--- config.mk ---
export PLATFORM = sky130hd
export DESIGN_NAME = mem_port_arbiter_flat
export DESIGN_NICKNAME = d
export VERILOG_FILES = /design/src/rtl/mem_port_arbiter_if.sv /design/src/rtl/mem_port_arbiter.sv /design/src/flat_wrapper.sv
export SDC_FILE = /design/constraint.sdc
export NUM_CORES = 1
export LEC_CHECK = 0
export BUFFER_PORTS_ARGS = -buffer_cell sky130_fd_sc_hd__buf_4
export CORE_AREA = 3 3 115 117
export CTS_BUF_LIST = sky130_fd_sc_hd__clkbuf_2
export DETAILED_ROUTE_END_ITERATION = 8
export DIE_AREA = 0 0 118 120
export PLACE_DENSITY_LB_ADDON = 0.15
export SLEW_MARGIN = 20
export SYNTH_ARGS = -nofsm -noshare
export SYNTH_HDL_FRONTEND = slang
export SYNTH_SLANG_ARGS = --single-unit
--- constraint.sdc ---
create_clock -name clk -period 4 [get_ports clk]
set_input_delay 0.6 -clock clk [delete_from_list [all_inputs] [get_ports clk]]
set_output_delay 0.6 -clock clk [all_outputs]
set_load 0.01 [all_outputs]
--- src/rtl/mem_port_arbiter_if.sv ---
// Bundle of requester, memory and status signals shared by the
// core/debug memory port arbiter and whatever drives it.
interface mem_port_arbiter_if #(
  parameter int ADDR_W = 32,
  parameter int DATA_W = 32
);
  // core requester
  logic              core_req;
  logic              core_we;
  logic [ADDR_W-1:0] core_addr;
  logic [DATA_W-1:0] core_wdata;
  logic              core_gnt;
  logic              core_rvalid;
  logic [DATA_W-1:0] core_rdata;
  // debug / loader requester
  logic              dbg_req;
  logic              dbg_we;
  logic [ADDR_W-1:0] dbg_addr;
  logic [DATA_W-1:0] dbg_wdata;
  logic              dbg_gnt;
  logic              dbg_rvalid;
  logic [DATA_W-1:0] dbg_rdata;
  // shared synchronous memory
  logic              mem_re;
  logic              mem_we;
  logic [ADDR_W-1:0] mem_addr;
  logic [DATA_W-1:0] mem_wdata;
  logic [DATA_W-1:0] mem_rdata;
  // status
  logic              dbg_starved;

  // Arbiter side: takes requests and memory read data, drives the rest.
  modport slave (
    input  core_req, core_we, core_addr, core_wdata,
    input  dbg_req, dbg_we, dbg_addr, dbg_wdata,
    input  mem_rdata,
    output core_gnt, core_rvalid, core_rdata,
    output dbg_gnt, dbg_rvalid, dbg_rdata,
    output mem_re, mem_we, mem_addr, mem_wdata,
    output dbg_starved
  );

  // Environment side: requesters plus the memory's read data.
  modport master (
    output core_req, core_we, core_addr, core_wdata,
    output dbg_req, dbg_we, dbg_addr, dbg_wdata,
    output mem_rdata,
    input  core_gnt, core_rvalid, core_rdata,
    input  dbg_gnt, dbg_rvalid, dbg_rdata,
    input  mem_re, mem_we, mem_addr, mem_wdata,
    input  dbg_starved
  );
endinterface

--- src/rtl/mem_port_arbiter.sv ---
// Two-requester arbiter (core, debug) in front of one synchronous data
// memory. Core has priority; a debug requester that has lost MAX_WAIT
// cycles in a row overrides it. Read data is steered back one cycle later
// by a registered return tag, so a new grant can issue every cycle.
module mem_port_arbiter #(
  parameter int ADDR_W   = 32,
  parameter int DATA_W   = 32,
  parameter int MAX_WAIT = 4
) (
  input  logic               clk,
  input  logic               reset,
  mem_port_arbiter_if.slave  bus
);

  localparam logic [3:0] MAX_WAIT_C = 4'(MAX_WAIT);

  logic [3:0] wait_cnt_q, wait_cnt_d;
  logic       tag_valid_q, tag_valid_d;
  logic       tag_owner_q, tag_owner_d;   // 1 = debug owns the return
  logic       starved;
  logic       core_win, dbg_win;

  assign starved = (wait_cnt_q == MAX_WAIT_C);

  // Grant decision for this cycle; nothing is granted while reset is high.
  always_comb begin
    core_win = 1'b0;
    dbg_win  = 1'b0;
    if (!reset) begin
      if (bus.core_req && bus.dbg_req) begin
        if (starved) dbg_win  = 1'b1;
        else         core_win = 1'b1;
      end else if (bus.core_req) begin
        core_win = 1'b1;
      end else if (bus.dbg_req) begin
        dbg_win = 1'b1;
      end
    end
  end

  // Route the winner onto the memory bus; idle bus is all zeros.
  always_comb begin
    bus.mem_re    = 1'b0;
    bus.mem_we    = 1'b0;
    bus.mem_addr  = '0;
    bus.mem_wdata = '0;
    if (core_win) begin
      bus.mem_re    = ~bus.core_we;
      bus.mem_we    = bus.core_we;
      bus.mem_addr  = bus.core_addr;
      bus.mem_wdata = bus.core_wdata;
    end else if (dbg_win) begin
      bus.mem_re    = ~bus.dbg_we;
      bus.mem_we    = bus.dbg_we;
      bus.mem_addr  = bus.dbg_addr;
      bus.mem_wdata = bus.dbg_wdata;
    end
  end

  // Next-state for the starvation counter and the read return tag.
  always_comb begin
    wait_cnt_d = 4'd0;
    if (bus.dbg_req && !dbg_win) begin
      wait_cnt_d = (wait_cnt_q < MAX_WAIT_C) ? wait_cnt_q + 4'd1 : wait_cnt_q;
    end
    tag_valid_d = (core_win && !bus.core_we) || (dbg_win && !bus.dbg_we);
    tag_owner_d = dbg_win;
  end

  // State registers; reset drops the counter and any in-flight read.
  always_ff @(posedge clk) begin
    if (reset) begin
      wait_cnt_q  <= 4'd0;
      tag_valid_q <= 1'b0;
      tag_owner_q <= 1'b0;
    end else begin
      wait_cnt_q  <= wait_cnt_d;
      tag_valid_q <= tag_valid_d;
      tag_owner_q <= tag_owner_d;
    end
  end

  assign bus.core_gnt    = core_win;
  assign bus.dbg_gnt     = dbg_win;
  assign bus.dbg_starved = starved;

  // Read data goes only to the tag owner; the other port sees zeros.
  assign bus.core_rvalid = tag_valid_q & ~tag_owner_q;
  assign bus.dbg_rvalid  = tag_valid_q & tag_owner_q;
  assign bus.core_rdata  = bus.core_rvalid ? bus.mem_rdata : '0;
  assign bus.dbg_rdata   = bus.dbg_rvalid  ? bus.mem_rdata : '0;

endmodule
--- src/flat_wrapper.sv ---
// flat-port wrapper written by rule: the top's interface ports become plain ports
module mem_port_arbiter_flat 
#(
  parameter int ADDR_W   = 32,
  parameter int DATA_W   = 32,
  parameter int MAX_WAIT = 4
)
  (clk, reset, bus_core_req, bus_core_we, bus_core_addr, bus_core_wdata, bus_dbg_req, bus_dbg_we, bus_dbg_addr, bus_dbg_wdata, bus_mem_rdata, bus_core_gnt, bus_core_rvalid, bus_core_rdata, bus_dbg_gnt, bus_dbg_rvalid, bus_dbg_rdata, bus_mem_re, bus_mem_we, bus_mem_addr, bus_mem_wdata, bus_dbg_starved);
  mem_port_arbiter_if #(.ADDR_W(ADDR_W), .DATA_W(DATA_W)) bus_i ();
  input  logic clk;
  input  logic reset;
  input wire logic [$bits(bus_i.core_req)-1:0] bus_core_req;
  input wire logic [$bits(bus_i.core_we)-1:0] bus_core_we;
  input wire logic [$bits(bus_i.core_addr)-1:0] bus_core_addr;
  input wire logic [$bits(bus_i.core_wdata)-1:0] bus_core_wdata;
  input wire logic [$bits(bus_i.dbg_req)-1:0] bus_dbg_req;
  input wire logic [$bits(bus_i.dbg_we)-1:0] bus_dbg_we;
  input wire logic [$bits(bus_i.dbg_addr)-1:0] bus_dbg_addr;
  input wire logic [$bits(bus_i.dbg_wdata)-1:0] bus_dbg_wdata;
  input wire logic [$bits(bus_i.mem_rdata)-1:0] bus_mem_rdata;
  output wire logic [$bits(bus_i.core_gnt)-1:0] bus_core_gnt;
  output wire logic [$bits(bus_i.core_rvalid)-1:0] bus_core_rvalid;
  output wire logic [$bits(bus_i.core_rdata)-1:0] bus_core_rdata;
  output wire logic [$bits(bus_i.dbg_gnt)-1:0] bus_dbg_gnt;
  output wire logic [$bits(bus_i.dbg_rvalid)-1:0] bus_dbg_rvalid;
  output wire logic [$bits(bus_i.dbg_rdata)-1:0] bus_dbg_rdata;
  output wire logic [$bits(bus_i.mem_re)-1:0] bus_mem_re;
  output wire logic [$bits(bus_i.mem_we)-1:0] bus_mem_we;
  output wire logic [$bits(bus_i.mem_addr)-1:0] bus_mem_addr;
  output wire logic [$bits(bus_i.mem_wdata)-1:0] bus_mem_wdata;
  output wire logic [$bits(bus_i.dbg_starved)-1:0] bus_dbg_starved;
  assign bus_i.core_req = bus_core_req;
  assign bus_i.core_we = bus_core_we;
  assign bus_i.core_addr = bus_core_addr;
  assign bus_i.core_wdata = bus_core_wdata;
  assign bus_i.dbg_req = bus_dbg_req;
  assign bus_i.dbg_we = bus_dbg_we;
  assign bus_i.dbg_addr = bus_dbg_addr;
  assign bus_i.dbg_wdata = bus_dbg_wdata;
  assign bus_i.mem_rdata = bus_mem_rdata;
  assign bus_core_gnt = bus_i.core_gnt;
  assign bus_core_rvalid = bus_i.core_rvalid;
  assign bus_core_rdata = bus_i.core_rdata;
  assign bus_dbg_gnt = bus_i.dbg_gnt;
  assign bus_dbg_rvalid = bus_i.dbg_rvalid;
  assign bus_dbg_rdata = bus_i.dbg_rdata;
  assign bus_mem_re = bus_i.mem_re;
  assign bus_mem_we = bus_i.mem_we;
  assign bus_mem_addr = bus_i.mem_addr;
  assign bus_mem_wdata = bus_i.mem_wdata;
  assign bus_dbg_starved = bus_i.dbg_starved;
  mem_port_arbiter #(.ADDR_W(ADDR_W), .DATA_W(DATA_W), .MAX_WAIT(MAX_WAIT)) u_core (.clk(clk), .reset(reset), .bus(bus_i));
endmodule
==> flow_summary_export.csv, run 1 <==
group,metric,value,unit
synth,avgSynthCellArea,7.609,sq um
clock_tree,clk_path_buf_depth,2,
finish,diodes,0,
grt,grt_max_degree,69,
clock_tree,tritoncts,"built",
synth,ys_async_sr_fraction,0,%
finish,area_growth,170.6,%
timing,fin_worst_skew,0.005067,ns
placement,dp_hpwl,8046,um
route,ant_nets,0,
clock_tree,worstSkewPairLatency,0.22,ns
setup_path,crit_buf_inv,4,
clock_tree,path_clk_slew,0.06,ns
power_and_ir_drop,power_density,116.4,nW/um^2
floorplanning,rows,41,
floorplanning,fp.dieW,118,um
synth,yosysTopAreaCellShare,41.69,%
setup_path,path_cells,"inv_1, ha_1, nand3b_4, inv_2, a21oi_4, buf_4, a22o_1, buf_4",
synth,synthCells,185,
synth,ys.flop_type,"dfxtp_1",
setup_path,crit_family,"buffers and inverters",
synth,synth_most_common_cell,"a22o_1",
finish,fin_util,30.55,%
finish,drive_gt1_share,66.38,%
clock_tree,cts_root_buf,"clkbuf_2",
placement,place.gp.congestion,0.7389,
timing,worst_slew_margin_rel,52.50,%
timing,hold_viol_final,0,
route,drtIter0Drc,60,
timing,tns,0,ns
floorplanning,fp.dieH,120,um
synth,ys_top_cells_by_area,"a22o_1 (42%), and2_1 (15%), and3_1 (14%)",
timing,finalSetupViolCount,0,
setup_path,required,3.40,ns
synth,yosysTopAreaCell,"a22o_1",
power_and_ir_drop,finalPower,0.4432,mW
setup_path,slowest_stage,"buf_4",
synth,synth.distinct_cells,22,
clock_tree,cts.sinks,6,
clock_tree,h-tree-depth,1,
placement,numPortBuffers,300,
clock_tree,cts_resized,0,
clock_tree,hold_buffers,0,
setup_path,start_kind,"flip-flop",
setup_path,crit_type,"reg2out",
clock_tree,post-cts-setup-buffers,0,
finish,multi_input_area,1146,sq um
setup_path,critPathMaxStageDelay,0.55,ns
timing,max_freq,361.1,MHz
synth,yosys-top-cells-count,"a22o_1 (67), and2_1 (33), and3_1 (32), clkbuf_1 (9), buf_2 (8)",
hold_path,min-delay-path-class,"reg2reg",
grt,grt_overflow_total,0,
setup_path,endpoint_kind,"primary output",
timing,rsz0062_at_grt,"no",
run,maxCapViolCount,0,
placement,place_area,3794,sq um
timing,drv_slew,0,
timing,timing.hold.ws,0.4827,ns
route,vias_per_cell,4.050,
power_and_ir_drop,ir_drop,0.00004007,V
grt,grt_pass1_vias,2648,
timing,worstMarginPinSlew,0.7125,ns
floorplanning,die_area,14160,sq um
finish,fillers,1354,
floorplanning,core-area,12470,sq um
timing,period_minus_slack,2.769,ns
synth,ys_seq_area_share,8.533,%
synth,synth_area,1408,sq um
finish,final_area,3809,sq um
route,vias,2600,
floorplanning,io_pins,301,
clock_tree,numCtsBuffers,3,
timing,period_share,69.22,%
synth,syn_nets,353,
setup_path,critPathMostFrequentCell,"buf_4",
route,firstDrtPassIters,4,
power_and_ir_drop,leakage,2.220,nW
grt,grt_pass1_wl,13760,um
synth,ys_warn_count,0,
finish,nets,640,
route,wl_per_cell,14.60,um
synth,synth_edf_count,0,
grt,antenna_found_initial,0,
setup_path,path_max_fanout,68,
grt,grt_usage,11.75,%
setup_path,cp.arrival,2.17,ns
run_status,status,"completed",
route,routed_wl,9371,um
route,drc,0,
finish,seq_area,120.1,sq um
synth,ys_seq_elements,6,
floorplanning,initial_utilization,11.29,%
[worst min-delay path: cells and delay by family (launching register included)]
| family | cells | cell delay (ns) |
|---|---|---|
| buf+inv | 1 | 0.07 |
| flops | 1 | 0.32 |
| simple gates | 1 | 0.05 |
[per-layer routing]
| layer | up-vias | global-route usage, % | wire [um] |
|---|---|---|---|
| li1 | 1274 | - | - |
| met1 | 1132 | 12.46 | 3238 |
| met2 | 188 | 22.57 | 4980 |
| met3 | 6 | 4.147 | 1093 |
| met4 | 0 | 2.051 | 59 |
| met5 | - | 0 | 0 |
[logic make-up after synthesis]
family	Yosys count	share of synthesized area, %
xor gates and xnor gates	1	0.6223
adders and majority gates	2	1.777
and+or+nand+nor	75	33.60
muxes	1	0.7111
buffers and inverters	29	10.58
AOI/OAI and AO/OA	71	44.18
DFF	6	8.534
[registers in the layout, summed over array words and instances (netlist names)]
| register | count |
|---|---|
| u_core.tag_valid_q | 1 |
| u_core.wait_cnt_q | 4 |
| u_core.tag_owner_q | 1 |
[worst paths after layout]
path / start / to / slack, ns / cells past startpoint
setup / recovery: u_core.wait_cnt_q[0] / bus_mem_addr[2] / 1.23 / 8
hold / removal: u_core.wait_cnt_q[3] / u_core.wait_cnt_q[3] / 0.48 / 2
setup reg to reg: u_core.wait_cnt_q[0] / u_core.tag_valid_q / 2.13 / 7
hold reg to reg: u_core.wait_cnt_q[3] / u_core.wait_cnt_q[3] / 0.48 / 2
[power breakdown]
group / total (mW) / internal, mW / switching, mW
Clock: 0.0423 / 0.0203 / 0.0220
Sequential: 0.0620 / 0.0613 / 0.000690
Combinational: 0.339 / 0.209 / 0.130
Total: 0.443 / 0.291 / 0.153
[layout by cell type (no fill, tap or decap), drive strengths merged]
cell	count
mux2i	1
nand2b	2
nand2	1
and2	33
nor3	4
xnor2	1
a21oi	4
and3	32
ha	2
nor2b	1
dfxtp	6
buf	305
nand3b	1
a22o	67
clkbuf	3
inv	6
nor2	1
[area by class of cell]
cell class	count	area share (%)
timing repair buffer	305	60.12
multi-input combinational	150	30.09
tap	172	5.650
sequential	6	3.154
inverter	6	0.5913
clock buffer	3	0.3942
[metrics by stage]
step | std cells | worst slack [ns]
floorplan | 185 | 1.940
global placement | 639 | 1.296
detailed placement | 639 | 1.273
CTS | 642 | 1.164
global route | 642 | 1.068
finish | 642 | 1.231
Note: power is estimated with default switching activity, not from simulation.
==> inputs of run 2 (changes only) <==
clock period = 2.6 ns   (was 4 ns; I/O delays follow)
==> run 2 against run 1 <==
Via count grew 1.3%. Register-to-register slack got worse by 1.2 ns. Clock skew up 0.0025 ns. Flip-flop and latch count stayed put. Largest cell class unchanged. Cell count is 0.31% higher. Critical path depth unchanged. Hold slack worse by 0.070 ns. Final area rose by 0.39%. Core utilization grew 0.12 points. Largest power group unchanged.
==> flow_summary_export.csv, run 2 (synthesized netlist as in run 1, its figures left out) <==
group,metric,value,unit
finish,fillers,1344,
grt,antenna_found_initial,0,
grt,grt_use_met3,4.336,%
route,drtIter0Drc,61,
finish,area_growth,171.6,%
setup_path,ff2ff_setup_slack,0.92,ns
finish,finalNonFillerCells,644,
power_and_ir_drop,power_density,179.6,nW/um^2
setup_path,crit_type,"reg2out",
setup_path,crit_buf_inv,4,
clock_tree,cts.sinks,6,
setup_path,required,2.21,ns
route,routed_wl,9778,um
floorplanning,initial_utilization,11.29,%
placement,place.gp.congestion,0.7836,
hold_path,min-delay-path-class,"in2reg",
finish,final_area,3824,sq um
placement,post-place-ws,0.4943,ns
floorplanning,rows,41,
timing,hold_viol_final,0,
clock_tree,cts_resized,0,
floorplanning,fp.dieW,118,um
clock_tree,h-tree-depth,1,
placement,dp_hpwl,8436,um
finish,fin_util,30.67,%
finish,final_common_cell,"buf_4",
timing,drv_slew,0,
setup_path,path_depth,8,
route,vias_per_cell,4.092,
grt,grt_overflow_total,0,
grt,met2_usage,24.79,%
route,ant_nets,0,
grt,grt_pass1_wl,14770,um
finish,regMostFlops,"u_core.wait_cnt_q",
power_and_ir_drop,finalPower,0.6868,mW
clock_tree,tritoncts,"built",
clock_tree,worstSkewPairLatency,0.22,ns
clock_tree,clk_path_buf_depth,2,
finish,drive_gt1_share,66.53,%
setup_path,setup.worst_path.end,"bus_mem_addr[2]",
setup_path,reg2regPathDepth,7,
placement,place_area,3809,sq um
power_and_ir_drop,ir_drop,0.00006533,V
finish,diodes,0,
run,maxCapViolCount,0,
route,drc,0,
placement,numPortBuffers,300,
setup_path,r2r_start,"u_core.wait_cnt_q[0]",
setup_path,r2r_end,"u_core.tag_valid_q",
floorplanning,fp.dieH,120,um
setup_path,start_kind,"flip-flop",
timing,max_freq,426.6,MHz
timing,worstMarginPinSlew,0.4531,ns
route,vias,2635,
run_status,status,"completed",
clock_tree,cts_root_buf,"clkbuf_2",
finish,seq_area,120.1,sq um
timing,setup_slack,0.2557,ns
finish,reg_top3,"u_core.wait_cnt_q x4, u_core.tag_owner_q x1, u_core.tag_valid_q x1",
timing,fin_worst_skew,0.007545,ns
grt,top_usage_layer,"met2",
setup_path,critPathMostFrequentCell,"buf_4",
clock_tree,path_clk_slew,0.05,ns
clock_tree,hold_buffers,0,
grt,grt_usage,12.71,%
timing,tns,0,ns
setup_path,setup.worst_path.start,"u_core.wait_cnt_q[0]",
setup_path,critPathMaxStageDelay,0.39,ns
clock_tree,post-cts-setup-buffers,0,
floorplanning,io_pins,301,
timing,period_share,90.17,%
finish,multi_input_area,1146,sq um
timing,worst_slew_margin_rel,69.79,%
placement,dp.cells,641,
floorplanning,die_area,14160,sq um
route,firstDrtPassIters,4,
setup_path,endpoint_kind,"primary output",
floorplanning,core-area,12470,sq um
timing,finalSetupViolCount,0,
timing,period_minus_slack,2.344,ns
finish,largest_reg_flops,4,
grt,grt_max_degree,42,
power_and_ir_drop,leakage,2.230,nW
route,wl_per_cell,15.18,um
grt,grt_pass1_vias,2749,
setup_path,slowest_stage,"buf_4",
timing,timing.hold.ws,0.4127,ns
finish,nets,642,
setup_path,path_max_fanout,40,
finish,final_cell_mix,"buf_4 (307), a22o_1 (67), and2_1 (33), and3_1 (32), dfxtp_1 (6)",
timing,rsz0062_at_grt,"no",
setup_path,path_cells,"inv_1, ha_1, nand3b_4, inv_2, a21oi_4, buf_4, a22o_1, buf_4",
grt,use_met1,13.24,%
clock_tree,numCtsBuffers,3,
setup_path,crit_family,"buffers and inverters",
setup_path,cp.arrival,1.95,ns
==> run 2: cell type report <==
type                    instances  area share, %
multi-input cells             150          29.97
clock buffers                   3         0.3927
well taps                     172          5.628
repair buffers                307          60.27
inverters                       6         0.5890
flip-flops and latches          6          3.141
==> run 2: metal layers <==
| metal | wire length, um | vias to the layer above |
|---|---|---|
| met3 | 1077 | 6 |
| li1 | - | 1280 |
| met5 | 0 | - |
| met4 | 80 | 0 |
| met1 | 3410 | 1168 |
| met2 | 5209 | 181 |
==> run 2: report_power, final <==
| group | internal, mW | total (mW) | switching (mW) | leakage, nW |
|---|---|---|---|---|
| sequential | 0.0944 | 0.0955 | 0.00116 | 0.0489 |
| combinational | 0.323 | 0.526 | 0.203 | 2.17 |
| clock | 0.0312 | 0.0648 | 0.0336 | 0.0125 |
| total | 0.449 | 0.687 | 0.238 | 2.23 |
==> run 2: worst min path at each step <==
stage                           endpoint  slack [ns]            startpoint  cells after the start
global placement    u_core.wait_cnt_q[3]        0.48  u_core.wait_cnt_q[3]                      2
global route          u_core.tag_owner_q        0.41          bus_core_req                      2
CTS                   u_core.tag_owner_q        0.41          bus_core_req                      2
finish                u_core.tag_owner_q        0.41          bus_core_req                      2
floorplan           u_core.wait_cnt_q[3]        0.45  u_core.wait_cnt_q[3]                      2
detailed placement  u_core.wait_cnt_q[3]        0.48  u_core.wait_cnt_q[3]                      2
==> run 2: worst register-to-register path, delay by kind of cell (launching register included) <==
family / cells / cell delay (ns)
buffers and inverters: 3 / 0.51
AO/OA/AOI/OAI: 2 / 0.39
AND/OR/NAND/NOR: 1 / 0.11
flip-flops: 1 / 0.37
adder cells (fa/ha/maj): 1 / 0.22
==> inputs of run 3 (changes only) <==
CTS_BUF_LIST = sky130_fd_sc_hd__clkbuf_8   (was sky130_fd_sc_hd__clkbuf_2)
==> run 3 against run 2 <==
Non-clock buffer count did not move. Sequential share of layout area about the same. Highest routed layer unchanged. Largest cell class unchanged. Cell count did not move. Sequential power up 0.7%. Critical path type unchanged. Largest power group unchanged. First-iteration DRC count decreased by 9.8%. Register-to-register slack hardly changed. Maximum frequency about the same. Routed wire length rose by 0.10%.
==> flow_summary_export.csv, run 3 (synthesized netlist as in run 1, its figures left out) <==
group,metric,value,unit
run_status,status,"completed",
timing,timing.hold.ws,0.4168,ns
clock_tree,h-tree-depth,1,
setup_path,cp.arrival,1.95,ns
setup_path,required,2.21,ns
hold_path,min-delay-path-class,"in2reg",
timing,max_freq,426.5,MHz
finish,nets,642,
floorplanning,core-area,12470,sq um
timing,drv_slew,0,
floorplanning,initial_utilization,11.29,%
route,drtIter0Drc,55,
clock_tree,hold_buffers,0,
placement,place.gp.congestion,0.7836,
route,routed_wl,9788,um
route,vias,2636,
grt,grt_pass1_vias,2745,
setup_path,r2r_start,"u_core.wait_cnt_q[0]",
floorplanning,io_pins,301,
finish,reg_top3,"u_core.wait_cnt_q x4, u_core.tag_owner_q x1, u_core.tag_valid_q x1",
setup_path,path_max_fanout,40,
clock_tree,tritoncts,"built",
timing,setup_slack,0.2552,ns
placement,numPortBuffers,300,
finish,final_area,3850,sq um
route,vias_per_cell,4.093,
grt,grt_pass1_wl,14770,um
placement,place_area,3809,sq um
finish,largest_reg_flops,4,
clock_tree,path_clk_slew,0.03,ns
grt,antenna_found_initial,0,
placement,post-place-ws,0.4943,ns
finish,drive_gt1_share,66.53,%
power_and_ir_drop,ir_drop,0.00008290,V
finish,final_common_cell,"buf_4",
timing,rsz0062_at_grt,"no",
clock_tree,cts_root_buf,"clkbuf_8",
route,wl_per_cell,15.20,um
grt,grt_overflow_total,0,
floorplanning,die_area,14160,sq um
timing,period_share,90.19,%
timing,period_minus_slack,2.345,ns
floorplanning,rows,41,
clock_tree,post-cts-setup-buffers,0,
clock_tree,clk_path_buf_depth,2,
timing,worst_slew_margin_rel,69.79,%
clock_tree,cts.sinks,6,
grt,grt_usage,12.72,%
floorplanning,fp.dieW,118,um
timing,worstMarginPinSlew,0.4531,ns
setup_path,setup.worst_path.start,"u_core.wait_cnt_q[0]",
route,firstDrtPassIters,4,
finish,diodes,0,
setup_path,endpoint_kind,"primary output",
route,drc,0,
floorplanning,fp.dieH,120,um
finish,area_growth,173.5,%
clock_tree,cts_resized,0,
setup_path,crit_type,"reg2out",
power_and_ir_drop,power_density,197.7,nW/um^2
timing,tns,0,ns
grt,grt_max_degree,42,
clock_tree,numCtsBuffers,3,
hold_path,min_from,"bus_core_req",
power_and_ir_drop,leakage,2.239,nW
placement,dp_hpwl,8436,um
clock_tree,worstSkewPairLatency,0.22,ns
setup_path,start_kind,"flip-flop",
route,ant_nets,0,
finish,final_cell_mix,"buf_4 (307), a22o_1 (67), and2_1 (33), and3_1 (32), dfxtp_1 (6)",
timing,hold_viol_final,0,
timing,finalSetupViolCount,0,
run,maxCapViolCount,0,
finish,fillers,1341,
finish,fin_util,30.88,%
timing,fin_worst_skew,0.003297,ns
finish,regMostFlops,"u_core.wait_cnt_q",
[run 3: changes by cell type in the layout (fill, tap and decap cells not counted)]
cell	previous run	this run
clkbuf_8	0	3
clkbuf_2	3	0
[run 3: final cells by class]
class / count / area [sq um] / area share [%]
multi-input combinational: 150 / 1146 / 29.77
timing repair buffer: 307 / 2305 / 59.86
inverter: 6 / 22.52 / 0.5850
tap: 172 / 215.2 / 5.590
sequential: 6 / 120.1 / 3.120
clock buffer: 3 / 41.29 / 1.072
[run 3: final timing paths]
check                               to  depth (start not counted)  slack (ns)
setup / recovery       bus_mem_addr[2]                          8        0.26
hold reg to reg   u_core.wait_cnt_q[3]                          2        0.49
setup reg to reg    u_core.tag_valid_q                          7        0.92
hold / removal      u_core.tag_owner_q                          2        0.42
[run 3: through the flow]
step           total power, mW  std cells
3_3_place_gp            0.6296        641
3_5_place_dp            0.6326        641
6_report                0.7611        644
5_1_grt                 0.8185        644
2_1_floorplan           0.2752        185
4_1_cts                 0.7732        644
[run 3: routing by layer]
metal  GRT usage, %  vias up  routed length, um
li1               -     1279                  -
met1          13.26     1170               3416
met2          24.79      181               5213
met3          4.336        6               1076
met4          2.271        0                 82
met5              0        -                  0
[run 3: where the power goes]
group / total (mW) / internal (mW) / switching [mW]
logic: 0.527 / 0.323 / 0.203
clock network: 0.138 / 0.0994 / 0.0390
registers: 0.0962 / 0.0950 / 0.00119
[run 3: critical path: stages, from the launching register on]
cell and delay, ns:
dfxtp_1 0.37, inv_1 0.07, ha_1 0.22, nand3b_4 0.11, inv_2 0.06, a21oi_4 0.14, buf_4 0.39, a22o_1 0.23
buf_4 0.13
